===== src/rtl/commit_trace_fifo_if.sv =====
// commit_trace_fifo_if: WB-side capture inputs, record drain handshake and status of the trace buffer
// slave: the trace buffer itself; master: the pipeline/consumer side driving inputs and rec_ready
interface commit_trace_fifo_if #(parameter int DEPTH = 16, parameter int CNT_W = 32);
  localparam int OW = $clog2(DEPTH) + 1;
  logic valid_in, exception_in;
  logic [31:0] pc_in, imm_in;
  logic [4:0] rs1n_in, rs2n_in, rdn_in;
  logic rec_valid, rec_ready, rec_last;
  logic [31:0] rec_pc, rec_imm;
  logic [4:0] rec_rs1n, rec_rs2n, rec_rdn;
  logic [OW-1:0] occupancy;
  logic overflow, halted, done;
  logic [CNT_W-1:0] dropped_cnt, retired_cnt, cycle_cnt;
  modport slave (
    input valid_in, exception_in, pc_in, imm_in, rs1n_in, rs2n_in, rdn_in, rec_ready,
    output rec_valid, rec_last, rec_pc, rec_imm, rec_rs1n, rec_rs2n, rec_rdn,
    output occupancy, overflow, halted, done, dropped_cnt, retired_cnt, cycle_cnt
  );
  modport master (
    output valid_in, exception_in, pc_in, imm_in, rs1n_in, rs2n_in, rdn_in, rec_ready,
    input rec_valid, rec_last, rec_pc, rec_imm, rec_rs1n, rec_rs2n, rec_rdn,
    input occupancy, overflow, halted, done, dropped_cnt, retired_cnt, cycle_cnt
  );
endinterface


===== src/rtl/commit_trace_fifo.sv =====
// commit_trace_fifo: retirement trace FIFO with drop accounting, cycle/retire counters and exception halt
// Ports: clk, rst (async active-high); bus (slave) carries WB capture inputs, the rec_* valid/ready
// drain port, and the occupancy/overflow/counter/halted/done status outputs.
module commit_trace_fifo #(
  parameter int DEPTH = 16,
  parameter int CNT_W = 32
) (
  input logic clk,
  input logic rst,
  commit_trace_fifo_if.slave bus
);
  localparam int AW = $clog2(DEPTH);
  localparam int OW = AW + 1;
  localparam int RW = 80;
  typedef enum logic [1:0] {RUN, HALTED, DONE} state_t;
  state_t r_state, w_next;
  logic [RW-1:0] r_mem [DEPTH];
  logic [AW-1:0] r_wp, r_rp;
  logic [OW-1:0] r_occ;
  logic r_ovf;
  logic [CNT_W-1:0] r_drop, r_ret, r_cyc;
  logic w_cap, w_pop, w_push, w_drop, w_full;
  logic [RW-1:0] w_rec;
  assign w_full = r_occ == OW'(DEPTH);
  assign w_pop = bus.rec_valid & bus.rec_ready;
  assign w_cap = (r_state == RUN) & bus.valid_in;
  // A full FIFO still accepts when the head leaves in the same cycle
  assign w_push = w_cap & (~w_full | w_pop);
  assign w_drop = w_cap & ~w_push;
  assign w_rec = {bus.pc_in, bus.imm_in, bus.rs1n_in, bus.rs2n_in, bus.rdn_in, bus.exception_in};
  always_comb begin
    w_next = r_state;
    if (r_state == RUN)
      w_next = (w_cap & bus.exception_in) ? HALTED : RUN;
    else if (r_state == HALTED)
      w_next = (r_occ == '0 || (r_occ == OW'(1) && w_pop)) ? DONE : HALTED;
  end
  always_ff @(posedge clk or posedge rst) begin
    if (rst) begin
      r_state <= RUN;
      r_wp <= '0;
      r_rp <= '0;
      r_occ <= '0;
      r_ovf <= 1'b0;
      r_drop <= '0;
      r_ret <= '0;
      r_cyc <= '0;
    end else begin
      r_state <= w_next;
      if (w_push) r_wp <= r_wp + AW'(1);
      if (w_pop) r_rp <= r_rp + AW'(1);
      r_occ <= r_occ + OW'(w_push) - OW'(w_pop);
      if (w_drop) r_ovf <= 1'b1;
      if (w_drop) r_drop <= r_drop + CNT_W'(r_drop != '1);
      if (w_cap) r_ret <= r_ret + CNT_W'(r_ret != '1);
      if (r_state == RUN) r_cyc <= r_cyc + CNT_W'(r_cyc != '1);
    end
  end
  // Storage needs no reset: nothing reaches rec_* unless occupancy covers it
  always_ff @(posedge clk) begin
    if (w_push) r_mem[r_wp] <= w_rec;
  end
  assign bus.rec_valid = r_occ != '0;
  assign {bus.rec_pc, bus.rec_imm, bus.rec_rs1n, bus.rec_rs2n, bus.rec_rdn, bus.rec_last} =
    bus.rec_valid ? r_mem[r_rp] : '0;
  assign bus.occupancy = r_occ;
  assign bus.overflow = r_ovf;
  assign bus.dropped_cnt = r_drop;
  assign bus.retired_cnt = r_ret;
  assign bus.cycle_cnt = r_cyc;
  assign bus.halted = r_state != RUN;
  assign bus.done = r_state == DONE;
endmodule

===== src/flat_wrapper.sv =====
// flat-port wrapper written by rule: the top's interface ports become plain ports
module commit_trace_fifo_flat 
#(
  parameter int DEPTH = 16,
  parameter int CNT_W = 32
)
  (clk, rst, bus_valid_in, bus_exception_in, bus_pc_in, bus_imm_in, bus_rs1n_in, bus_rs2n_in, bus_rdn_in, bus_rec_ready, bus_rec_valid, bus_rec_last, bus_rec_pc, bus_rec_imm, bus_rec_rs1n, bus_rec_rs2n, bus_rec_rdn, bus_occupancy, bus_overflow, bus_halted, bus_done, bus_dropped_cnt, bus_retired_cnt, bus_cycle_cnt);
  commit_trace_fifo_if #(.DEPTH(DEPTH), .CNT_W(CNT_W)) bus_i ();
  input logic clk;
  input logic rst;
  input wire logic [$bits(bus_i.valid_in)-1:0] bus_valid_in;
  input wire logic [$bits(bus_i.exception_in)-1:0] bus_exception_in;
  input wire logic [$bits(bus_i.pc_in)-1:0] bus_pc_in;
  input wire logic [$bits(bus_i.imm_in)-1:0] bus_imm_in;
  input wire logic [$bits(bus_i.rs1n_in)-1:0] bus_rs1n_in;
  input wire logic [$bits(bus_i.rs2n_in)-1:0] bus_rs2n_in;
  input wire logic [$bits(bus_i.rdn_in)-1:0] bus_rdn_in;
  input wire logic [$bits(bus_i.rec_ready)-1:0] bus_rec_ready;
  output wire logic [$bits(bus_i.rec_valid)-1:0] bus_rec_valid;
  output wire logic [$bits(bus_i.rec_last)-1:0] bus_rec_last;
  output wire logic [$bits(bus_i.rec_pc)-1:0] bus_rec_pc;
  output wire logic [$bits(bus_i.rec_imm)-1:0] bus_rec_imm;
  output wire logic [$bits(bus_i.rec_rs1n)-1:0] bus_rec_rs1n;
  output wire logic [$bits(bus_i.rec_rs2n)-1:0] bus_rec_rs2n;
  output wire logic [$bits(bus_i.rec_rdn)-1:0] bus_rec_rdn;
  output wire logic [$bits(bus_i.occupancy)-1:0] bus_occupancy;
  output wire logic [$bits(bus_i.overflow)-1:0] bus_overflow;
  output wire logic [$bits(bus_i.halted)-1:0] bus_halted;
  output wire logic [$bits(bus_i.done)-1:0] bus_done;
  output wire logic [$bits(bus_i.dropped_cnt)-1:0] bus_dropped_cnt;
  output wire logic [$bits(bus_i.retired_cnt)-1:0] bus_retired_cnt;
  output wire logic [$bits(bus_i.cycle_cnt)-1:0] bus_cycle_cnt;
  assign bus_i.valid_in = bus_valid_in;
  assign bus_i.exception_in = bus_exception_in;
  assign bus_i.pc_in = bus_pc_in;
  assign bus_i.imm_in = bus_imm_in;
  assign bus_i.rs1n_in = bus_rs1n_in;
  assign bus_i.rs2n_in = bus_rs2n_in;
  assign bus_i.rdn_in = bus_rdn_in;
  assign bus_i.rec_ready = bus_rec_ready;
  assign bus_rec_valid = bus_i.rec_valid;
  assign bus_rec_last = bus_i.rec_last;
  assign bus_rec_pc = bus_i.rec_pc;
  assign bus_rec_imm = bus_i.rec_imm;
  assign bus_rec_rs1n = bus_i.rec_rs1n;
  assign bus_rec_rs2n = bus_i.rec_rs2n;
  assign bus_rec_rdn = bus_i.rec_rdn;
  assign bus_occupancy = bus_i.occupancy;
  assign bus_overflow = bus_i.overflow;
  assign bus_halted = bus_i.halted;
  assign bus_done = bus_i.done;
  assign bus_dropped_cnt = bus_i.dropped_cnt;
  assign bus_retired_cnt = bus_i.retired_cnt;
  assign bus_cycle_cnt = bus_i.cycle_cnt;
  commit_trace_fifo #(.DEPTH(DEPTH), .CNT_W(CNT_W)) u_core (.clk(clk), .rst(rst), .bus(bus_i));
endmodule

===== config.mk =====
export PLATFORM = sky130hd
export DESIGN_NAME = commit_trace_fifo_flat
export DESIGN_NICKNAME = d
export VERILOG_FILES = /design/src/rtl/commit_trace_fifo_if.sv /design/src/rtl/commit_trace_fifo.sv /design/src/flat_wrapper.sv
export SDC_FILE = /design/constraint.sdc
export NUM_CORES = 1
export LEC_CHECK = 0
export CAP_MARGIN = 40
export CORE_UTILIZATION = 55
export DETAILED_ROUTE_END_ITERATION = 12
export PLACE_DENSITY_LB_ADDON = 0.15
export SYNTH_ARGS = -nofsm -noshare
export SYNTH_HDL_FRONTEND = slang
export SYNTH_SLANG_ARGS = --single-unit

===== constraint.sdc =====
create_clock -name clk -period 10.2 [get_ports clk]
set_input_delay 2.04 -clock clk [delete_from_list [all_inputs] [get_ports clk]]
set_output_delay 2.04 -clock clk [all_outputs]
set_load 0.01 [all_outputs]

After elaboration in Yosys (flattened, before gate mapping)
Memories as Yosys holds them, arrays and structs flattened.
Index checks and enable logic that the tools add are counted.
- input port bits: 84
- RAM bits: 1280
- bits in latches: 0
- memories: 1
- bits in read-only memories: 0
- register bits after elaboration: 112
- word-level logic and storage cells: 45
- $add $sub $neg: 7
- multiplexer cells: 7
- equal/unequal tests: 7
- $mul: 0
- magnitude comparators: 0
- reductions and logical operators: 7
- bitwise gates (word level): 8
- div/mod/pow operators: 0
- shift-type cells: 0
- memory list (memory ; depth ; bits a word ; rd ports ; clocked after memory_dff ; write ports ; line ; RTL):
    u_core.r_mem ; 16 ; 80 ; 1 ; 0 ; 1 ; commit_trace_fifo.sv:17 ; logic [RW-1:0] r_mem [DEPTH];
- operator list (kind ; count):
    $add 32x1->32 ; 3
    $ne 32x32->1 const B ; 3
    $mux 80 ; 1
    $add 4x1->4 const B ; 2
    $mux 2 ; 3
    $add 5x1->5 ; 1
    $and 1x1->1 ; 5
    $eq 5x1->1 const B ; 1
    $eq 5x5->1 const B ; 1
    $logic_not 5->1 ; 1
    $reduce_bool 5->1 ; 1
    $sub 5x1->5 ; 1
    $reduce_bool 2->1 ; 2
    $mux 1 ; 3
    $eq 2x1->1 const B ; 1
    $eq 2x2->1 const B ; 1
    $logic_not 2->1 ; 1
    $not 1->1 ; 2
    $logic_and 1x1->1 ; 1
    $logic_or 1x1->1 ; 1
    $or 1x1->1 ; 1

Longest topological paths before layout
Gate-level depths: netlist of the first run.
- depth after elaboration: 7
- mapped depth: 16

Worst setup path before layout of the first run
No wires, ideal clock.
- path kind: input -> register
- start point: in bus_valid_in
- end point: mem u_core.r_mem[3][0] (enable)
- path buffers: 1
- arrival: 8371 ps
- path slack: 1213 ps
- cell stages on the path: 5
- setup time: 616 ps
- cells stage by stage: nor3b_2 -> and2_1 -> clkbuf_1 -> nand2_1 -> nor3_1
- cells in the longest elaborated chain, start to end: 4
- ends and longest elaborated chain (item ; line ; RTL):
    from (decl) ; flat_wrapper.sv:11 ; input wire logic [$bits(bus_i.valid_in)-1:0] bus_valid_in;
    $and 1x1->1 ; commit_trace_fifo.sv:26 ; assign w_cap = (r_state == RUN) & bus.valid_in;
    $and 1x1->1 ; commit_trace_fifo.sv:28 ; assign w_push = w_cap & (~w_full | w_pop);
    net u_core.w_push ; commit_trace_fifo.sv:22 ; logic w_cap, w_pop, w_push, w_drop, w_full;
    $mux 1 ; commit_trace_fifo.sv:61 ; if (w_push) r_mem[r_wp] <= w_rec;
    $mux 1 (not written as such) ; commit_trace_fifo.sv:61 ;
    to (decl) ; commit_trace_fifo.sv:17 ;
The timed path passes the listed nets, and every way through them passes these cells.

Final worst setup path of the first run
- start point: reg u_core.r_occ[3], in the netlist u_core.bus.occupancy[3]
- end point: out bus_rec_imm[25]
- cells in the longest elaborated chain, start to end: 2
- ends and longest elaborated chain (item ; line ; RTL):
    from (decl) ; commit_trace_fifo.sv:19 ; logic [OW-1:0] r_occ;
    from (signal assigned) ; commit_trace_fifo.sv:52 ; r_occ <= r_occ + OW'(w_push) - OW'(w_pop);
    $reduce_bool 5->1 ; commit_trace_fifo.sv:63 ; assign bus.rec_valid = r_occ != '0;
    $mux 80 ; commit_trace_fifo.sv:65 ; bus.rec_valid ? r_mem[r_rp] : '0;
    to (decl) ; flat_wrapper.sv:22 ; output wire logic [$bits(bus_i.rec_imm)-1:0] bus_rec_imm;
No other way between the ends.

==> results.json, run 1 <==
{
  "status": "finished with violations",
  "violations": "DRC",
  "grt_max_degree": 160,
  "setup_ws_ns": 3.82,
  "yosysUniqueCellTypes": 40,
  "synth_seq_area_share": 0.764,
  "dr.pass1.iters": 9,
  "fin_cells": 4187,
  "power.share.switching": 0.271,
  "ys_ff_latch": 1392,
  "io_buffers": 268,
  "wirelength_mm": 115,
  "tightest_slew_ns": 1.02,
  "ios": 269,
  "fp.dieArea_um2": 99300,
  "vias": 25500,
  "timing.setup.tns_ns": 0,
  "fin_crit_sh": 0.626,
  "drc": 26,
  "synth_ff_type": "edfxtp_1",
  "pwr-share-comb": 0.290,
  "worst_slew_margin_rel": 0.320,
  "viasPerCell": 6.09,
  "drive_gt1_frac": 0.268,
  "yosysTopAreaCellShare": 0.713,
  "max-cap-violations": 0,
  "clockBufferDepth": 3,
  "synth_area_per_cell_um2": 22.1,
  "yosys-top-cells-count": "edfxtp_1, mux4_2, mux2_2, dfrtp_1",
  "start_util": 0.557,
  "drv_slew": 0,
  "wire_per_inst_um": 27.5,
  "ant_nets": 0,
  "synth_edf_count": 1280,
  "rsz0062_at_grt": "no",
  "die_h_um": 315,
  "p_leak_nw": 20.6,
  "setup_viol": 0,
  "globalRouteOverflowTotal": 0,
  "crit_chain": "inv_1 -> ha_1 -> nand2b_4 -> nor3_1 -> buf_2 -> nor2b_4 -> buf_4 -> buf_16 -> a22o_1 -> clkdlybuf4s50_1",
  "ys_warn_count": 0,
  "dp.cells": 3923,
  "clock_power_share": 0.315,
  "pre_cts_ws_ns": 3.93,
  "post_cts_buffers": 0,
  "synthesis.nets": 2538,
  "dp_hpwl_mm": 64.3,
  "nFillCells": 6299,
  "yosysMostFrequentCell": "edfxtp_1",
  "async_flop_share": 0.0805,
  "cp-start-kind": "flip-flop",
  "crit_arrival_ns": 4.34,
  "cts_tree": "yes",
  "synthTopCellsByArea": "edfxtp_1, mux4_2, dfrtp_1",
  "hold_path.class": "flip-flop to flip-flop",
  "worstSkewPairLatency_ns": 0.74,
  "p_seq_frac": 0.395,
  "synth_top_area_cell": "edfxtp_1",
  "syn_inst": 2436,
  "grt_pass1_vias": 26900,
  "cts_sinks": 1392,
  "grt_usage": 0.238,
  "peakVddDrop_uv": 289,
  "cts_hold_buf": 0,
  "cp_data_required_time_ns": 8.16,
  "antenna_found_initial": 13,
  "clk_pin_slew_ns": 0.06,
  "crit_fanout": 32,
  "cts.repair.resized": 0,
  "h-tree-depth": 4,
  "critPathMaxStageDelay_ns": 0.62,
  "intPower_mw": 11.9,
  "final_nets": 2893,
  "end_kind": "output pin",
  "die_x_um": 315,
  "grt_pass1_wl_mm": 173,
  "netlist_area_um2": 53900,
  "critPathSlowestCell": "buf_4",
  "coreArea_um2": 96900,
  "fmax_mhz": 157,
  "hold_viol": 0,
  "syn_to_final_growth_pct": 17.5,
  "finClkSkew_ns": 0.0221,
  "gp_congestion": 0.764,
  "cts_made_buffers": 142,
  "switchingPower_mw": 4.41,
  "num_rows": 114,
  "critical_path_class": "flip-flop to output pin",
  "period_needed_ns": 6.38,
  "ctsRootBufferMaster": "clkbuf_16",
  "drt_iter0_drc": 2120,
  "powerDensity_nw_per_um2": 257
}
==> routing by layer <==
layer  up-vias  share of wire  global-route usage
met5         -        0.00060                   0
met4        12          0.022              0.0737
met3       177          0.054              0.0401
met2       776           0.51               0.393
met1     13700           0.41               0.328
li1      10900              -                   -
==> power groups by stage <==
stage | Clock, mW | Sequential (mW) | Combinational [mW]
6_report | 5.12 | 6.44 | 4.73
3_5_place_dp | 0 | 6.56 | 4.79
5_1_grt | 5.42 | 6.44 | 5.04
4_1_cts | 5.21 | 6.44 | 4.82
3_3_place_gp | 0 | 6.64 | 4.59
2_1_floorplan | 0 | 6.48 | 3.11
==> kinds of logic (layout without fill, tap and decap cells) <==
| group | count (synthesis) | count (layout) | synth area share |
|---|---|---|---|
| compound gates | 86 | 86 | 0.0137 |
| buf+inv | 132 | 602 | 0.0107 |
| mux | 485 | 485 | 0.168 |
| simple gates | 223 | 223 | 0.0225 |
| xor+xnor | 100 | 100 | 0.0162 |
| flops | 1392 | 1392 | 0.764 |
| other cells | 0 | 5 | 0 |
| fa+ha+maj | 18 | 18 | 0.00431 |
==> placed cells by master (no fill, tap or decap), types with 6 or more instances in the layout <==
cell / instances
a22o_1: 80
and3_1: 13
and4_1: 12
buf_12: 6
buf_16: 19
buf_4: 32
bufinv_16: 12
clkbuf_1: 23
clkbuf_16: 150
clkdlybuf4s50_1: 268
clkinv_1: 31
clkinv_2: 25
dfrtp_1: 109
edfxtp_1: 1280
ha_1: 17
inv_1: 16
mux2_2: 165
mux4_2: 320
nand2_1: 53
nand2b_1: 8
nand3_1: 30
nand4_1: 35
nor2_1: 23
nor2_4: 13
nor3_1: 9
nor3_2: 6
xnor2_1: 80
xor2_1: 20
==> critical path: cells and delay by family, from the launching register on <==
kind,cells,cell delay (ns)
compound gates,1,0.39
fa+ha+maj,1,0.21
buf+inv,5,1.80
flops,1,0.39
simple gates,3,0.76
==> flip-flops by register name, indices dropped and copies added, names as in the netlist <==
signal,flops
u_core.bus.dropped_cnt,32
u_core.bus.cycle_cnt,32
u_core.bus.occupancy,5
u_core.r_rp,4
u_core.bus.overflow,1
u_core.bus.retired_cnt,32
u_core.r_state,2
u_core.r_mem,1280
u_core.r_wp,4
==> stage by stage <==
stage	util	area (µm²)	hold WS, ns	power (mW)
4_1_cts	0.654	63400	0.495	16.5
2_1_floorplan	-	53900	0.500	9.59
5_1_grt	0.654	63400	0.509	16.9
3_5_place_dp	0.606	58700	0.482	11.3
6_report	0.655	63400	0.489	16.3
3_3_place_gp	0.601	58200	0.453	11.2
==> path summary, 6_finish.rpt <==
| check | start | endpoint | slack, ns | depth (start not counted) |
|---|---|---|---|---|
| min reg2reg | u_core.bus.overflow | u_core.bus.overflow | 0.49 | 1 |
| max in group asynchronous | rst | u_core.r_rp[3] | 7.37 | 4 |
| max reg2reg | u_core.r_state[1] | u_core.r_mem[13][41] | 6.11 | 6 |
| min | u_core.bus.overflow | u_core.bus.overflow | 0.49 | 1 |
| max | u_core.bus.occupancy[3] | bus_rec_imm[25] | 3.82 | 10 |
| min in group asynchronous | rst | u_core.bus.dropped_cnt[1] | 1.69 | 2 |
==> area by class of cell <==
cell class	count	area (µm²)	area share
Clock inverter	81	732	0.0115
Inverter	17	66.3	0.00105
Multi-Input combinational cell	912	12300	0.193
Tap cell	1276	1600	0.0252
Sequential cell	1392	41300	0.651
Antenna cell	5	12.5	0.000197
Clock buffer	178	3910	0.0617
Timing Repair Buffer	326	3570	0.0563
No activity file was read; power rests on OpenSTA's default activity.
==> run 2, diff against run 1 <==
==> constraint.sdc (replaced) <==
create_clock -name clk -period 6.4 [get_ports clk]
set_input_delay 1.28 -clock clk [delete_from_list [all_inputs] [get_ports clk]]
set_output_delay 1.28 -clock clk [all_outputs]
set_load 0.01 [all_outputs]
==> run 2 against run 1 <==
  * The flow still finishes with violations (DRC)
  * Combinational power increased by 59%
  * Die area unchanged
  * Flip-flop and latch count unchanged
  * Worst setup slack got worse by 2.6 ns
  * Count of clock-buffer cells in the layout increased by 11
  * First-iteration DRC count increased by 6.5%
  * Clock power increased by 54%
  * Cell count unchanged
  * Clock skew increased by 0.0050 ns
  * Critical path type unchanged
  * Critical endpoint is now bus_rec_rdn[3]
  * Largest cell class unchanged
==> results.json, run 2 (synthesized netlist as in run 1, its figures left out) <==
{
  "p_seq_frac": 0.402,
  "critPathSlowestCell": "nor3_1",
  "drive_gt1_frac": 0.262,
  "fin_hold_ws_ns": 0.480,
  "wl_met2_mm": 58.4,
  "regMostFlops": "u_core.r_mem",
  "dp.cells": 3929,
  "cp_data_required_time_ns": 5.12,
  "power.share.switching": 0.272,
  "coreArea_um2": 96900,
  "worstSkewPairLatency_ns": 0.74,
  "worst_slew_margin_rel": 0.387,
  "wirelength_mm": 115,
  "p_leak_nw": 20.5,
  "fin_crit_sh": 0.813,
  "critPathMaxStageDelay_ns": 0.70,
  "grt_max_degree": 87,
  "num_rows": 114,
  "vias": 25500,
  "met1Wirelength_mm": 47.5,
  "cp-start-kind": "flip-flop",
  "die_h_um": 315,
  "critical_path_class": "flip-flop to output pin",
  "rsz0062_at_grt": "no",
  "crit_chain": "inv_1 -> ha_1 -> nand2b_4 -> nor3_1 -> nor2_4 -> buf_12 -> a22o_1 -> clkdlybuf4s50_1",
  "final_nets": 2899,
  "final_cell_mix": "edfxtp_1, mux4_2, clkdlybuf4s50_1",
  "end_kind": "output pin",
  "clock_power_share": 0.306,
  "cts_made_buffers": 142,
  "hold_path.class": "flip-flop to flip-flop",
  "fin_cells": 4187,
  "die_x_um": 315,
  "antenna_found_initial": 11,
  "dp_hpwl_mm": 61.9,
  "violations": "DRC",
  "syn_to_final_growth_pct": 17.3,
  "wire_per_inst_um": 27.5,
  "crit_fanout": 51,
  "h-tree-depth": 4,
  "finClkSkew_ns": 0.0271,
  "largest_reg_flops": 1280,
  "peakVddDrop_uv": 354,
  "pwr-share-comb": 0.292,
  "ctsRootBufferMaster": "clkbuf_16",
  "drc": 8,
  "globalRouteOverflowTotal": 0,
  "cts_sinks": 1392,
  "io_buffers": 268,
  "tightest_slew_ns": 0.912,
  "switchingPower_mw": 7.00,
  "gp_congestion": 0.791,
  "ios": 269,
  "start_util": 0.557,
  "max-cap-violations": 0,
  "final_common_cell": "edfxtp_1",
  "dr.pass1.iters": 10,
  "reg2reg_setup_slack_ns": 2.96,
  "intPower_mw": 18.7,
  "crit_arrival_ns": 3.92,
  "nFillCells": 6296,
  "status": "finished with violations",
  "fmax_mhz": 192,
  "hold_viol": 0,
  "top_layer": "met5",
  "wl_met3_mm": 6.69,
  "grt_pass1_vias": 27100,
  "clockBufferDepth": 3,
  "finish.utilization": 0.653,
  "cts_tree": "yes",
  "drt_iter0_drc": 2257,
  "grt_usage": 0.238,
  "viasPerCell": 6.09,
  "powerDensity_nw_per_um2": 406,
  "drv_slew": 0,
  "fp.dieArea_um2": 99300,
  "setup_viol": 0,
  "cts.repair.resized": 0,
  "timing.setup.tns_ns": 0,
  "clk_pin_slew_ns": 0.05,
  "cts_hold_buf": 0,
  "ant_nets": 0,
  "post_cts_buffers": 0,
  "grt_pass1_wl_mm": 172,
  "period_needed_ns": 5.20
}
run 2: area by class of cell:
type	count	area, µm²	area share
Antenna cell	4	10.0	0.000158
Inverter	17	66.3	0.00105
Sequential cell	1392	41300	0.652
Clock inverter	65	554	0.00876
Tap cell	1276	1600	0.0252
Timing Repair Buffer	332	3670	0.0580
Clock buffer	189	3850	0.0608
Multi-Input combinational cell	912	12300	0.194
run 2: routing by layer:
layer | global-route usage | up-vias
met2 | 0.389 | 796
met1 | 0.327 | 13700
met4 | 0.0782 | 12
met5 | 0 | -
met3 | 0.0435 | 161
li1 | - | 10900
run 2: worst paths after layout:
kind / cells past startpoint / to / from
min: 1 / u_core.bus.overflow / u_core.bus.overflow
min reg2reg: 1 / u_core.bus.overflow / u_core.bus.overflow
max reg2reg: 8 / u_core.r_mem[11][55] / u_core.bus.occupancy[3]
min in group asynchronous: 2 / u_core.r_wp[0] / rst
max in group asynchronous: 3 / u_core.bus.retired_cnt[19] / rst
max: 8 / bus_rec_rdn[3] / u_core.bus.occupancy[3]
run 2: power groups by stage:
| stage | combinational, mW | clock [mW] | sequential, mW |
|---|---|---|---|
| after global routing | 7.99 | 8.34 | 10.3 |
| after floorplan | 4.96 | 0 | 10.3 |
| after CTS | 7.66 | 8.01 | 10.3 |
| after global placement | 7.40 | 0 | 10.6 |
| final | 7.51 | 7.86 | 10.3 |
| after detailed placement | 7.60 | 0 | 10.5 |
run 2: worst max-delay path, delay by kind of cell (launching register included):
family / cells / cell delay, ns
DFF: 1 / 0.41
buffers and inverters: 3 / 0.95
AOI/OAI and AO/OA: 1 / 0.37
adders and majority gates: 1 / 0.20
and+or+nand+nor: 3 / 1.09
run 2: per-stage QoR:
step	power [mW]	setup WS, ns	cell area, µm²
after floorplan	15.3	0.319	54000
after CTS	26.0	1.11	63300
after detailed placement	18.1	1.66	58900
after global routing	26.7	0.972	63300
final	25.7	1.20	63300
after global placement	18.0	1.50	58700
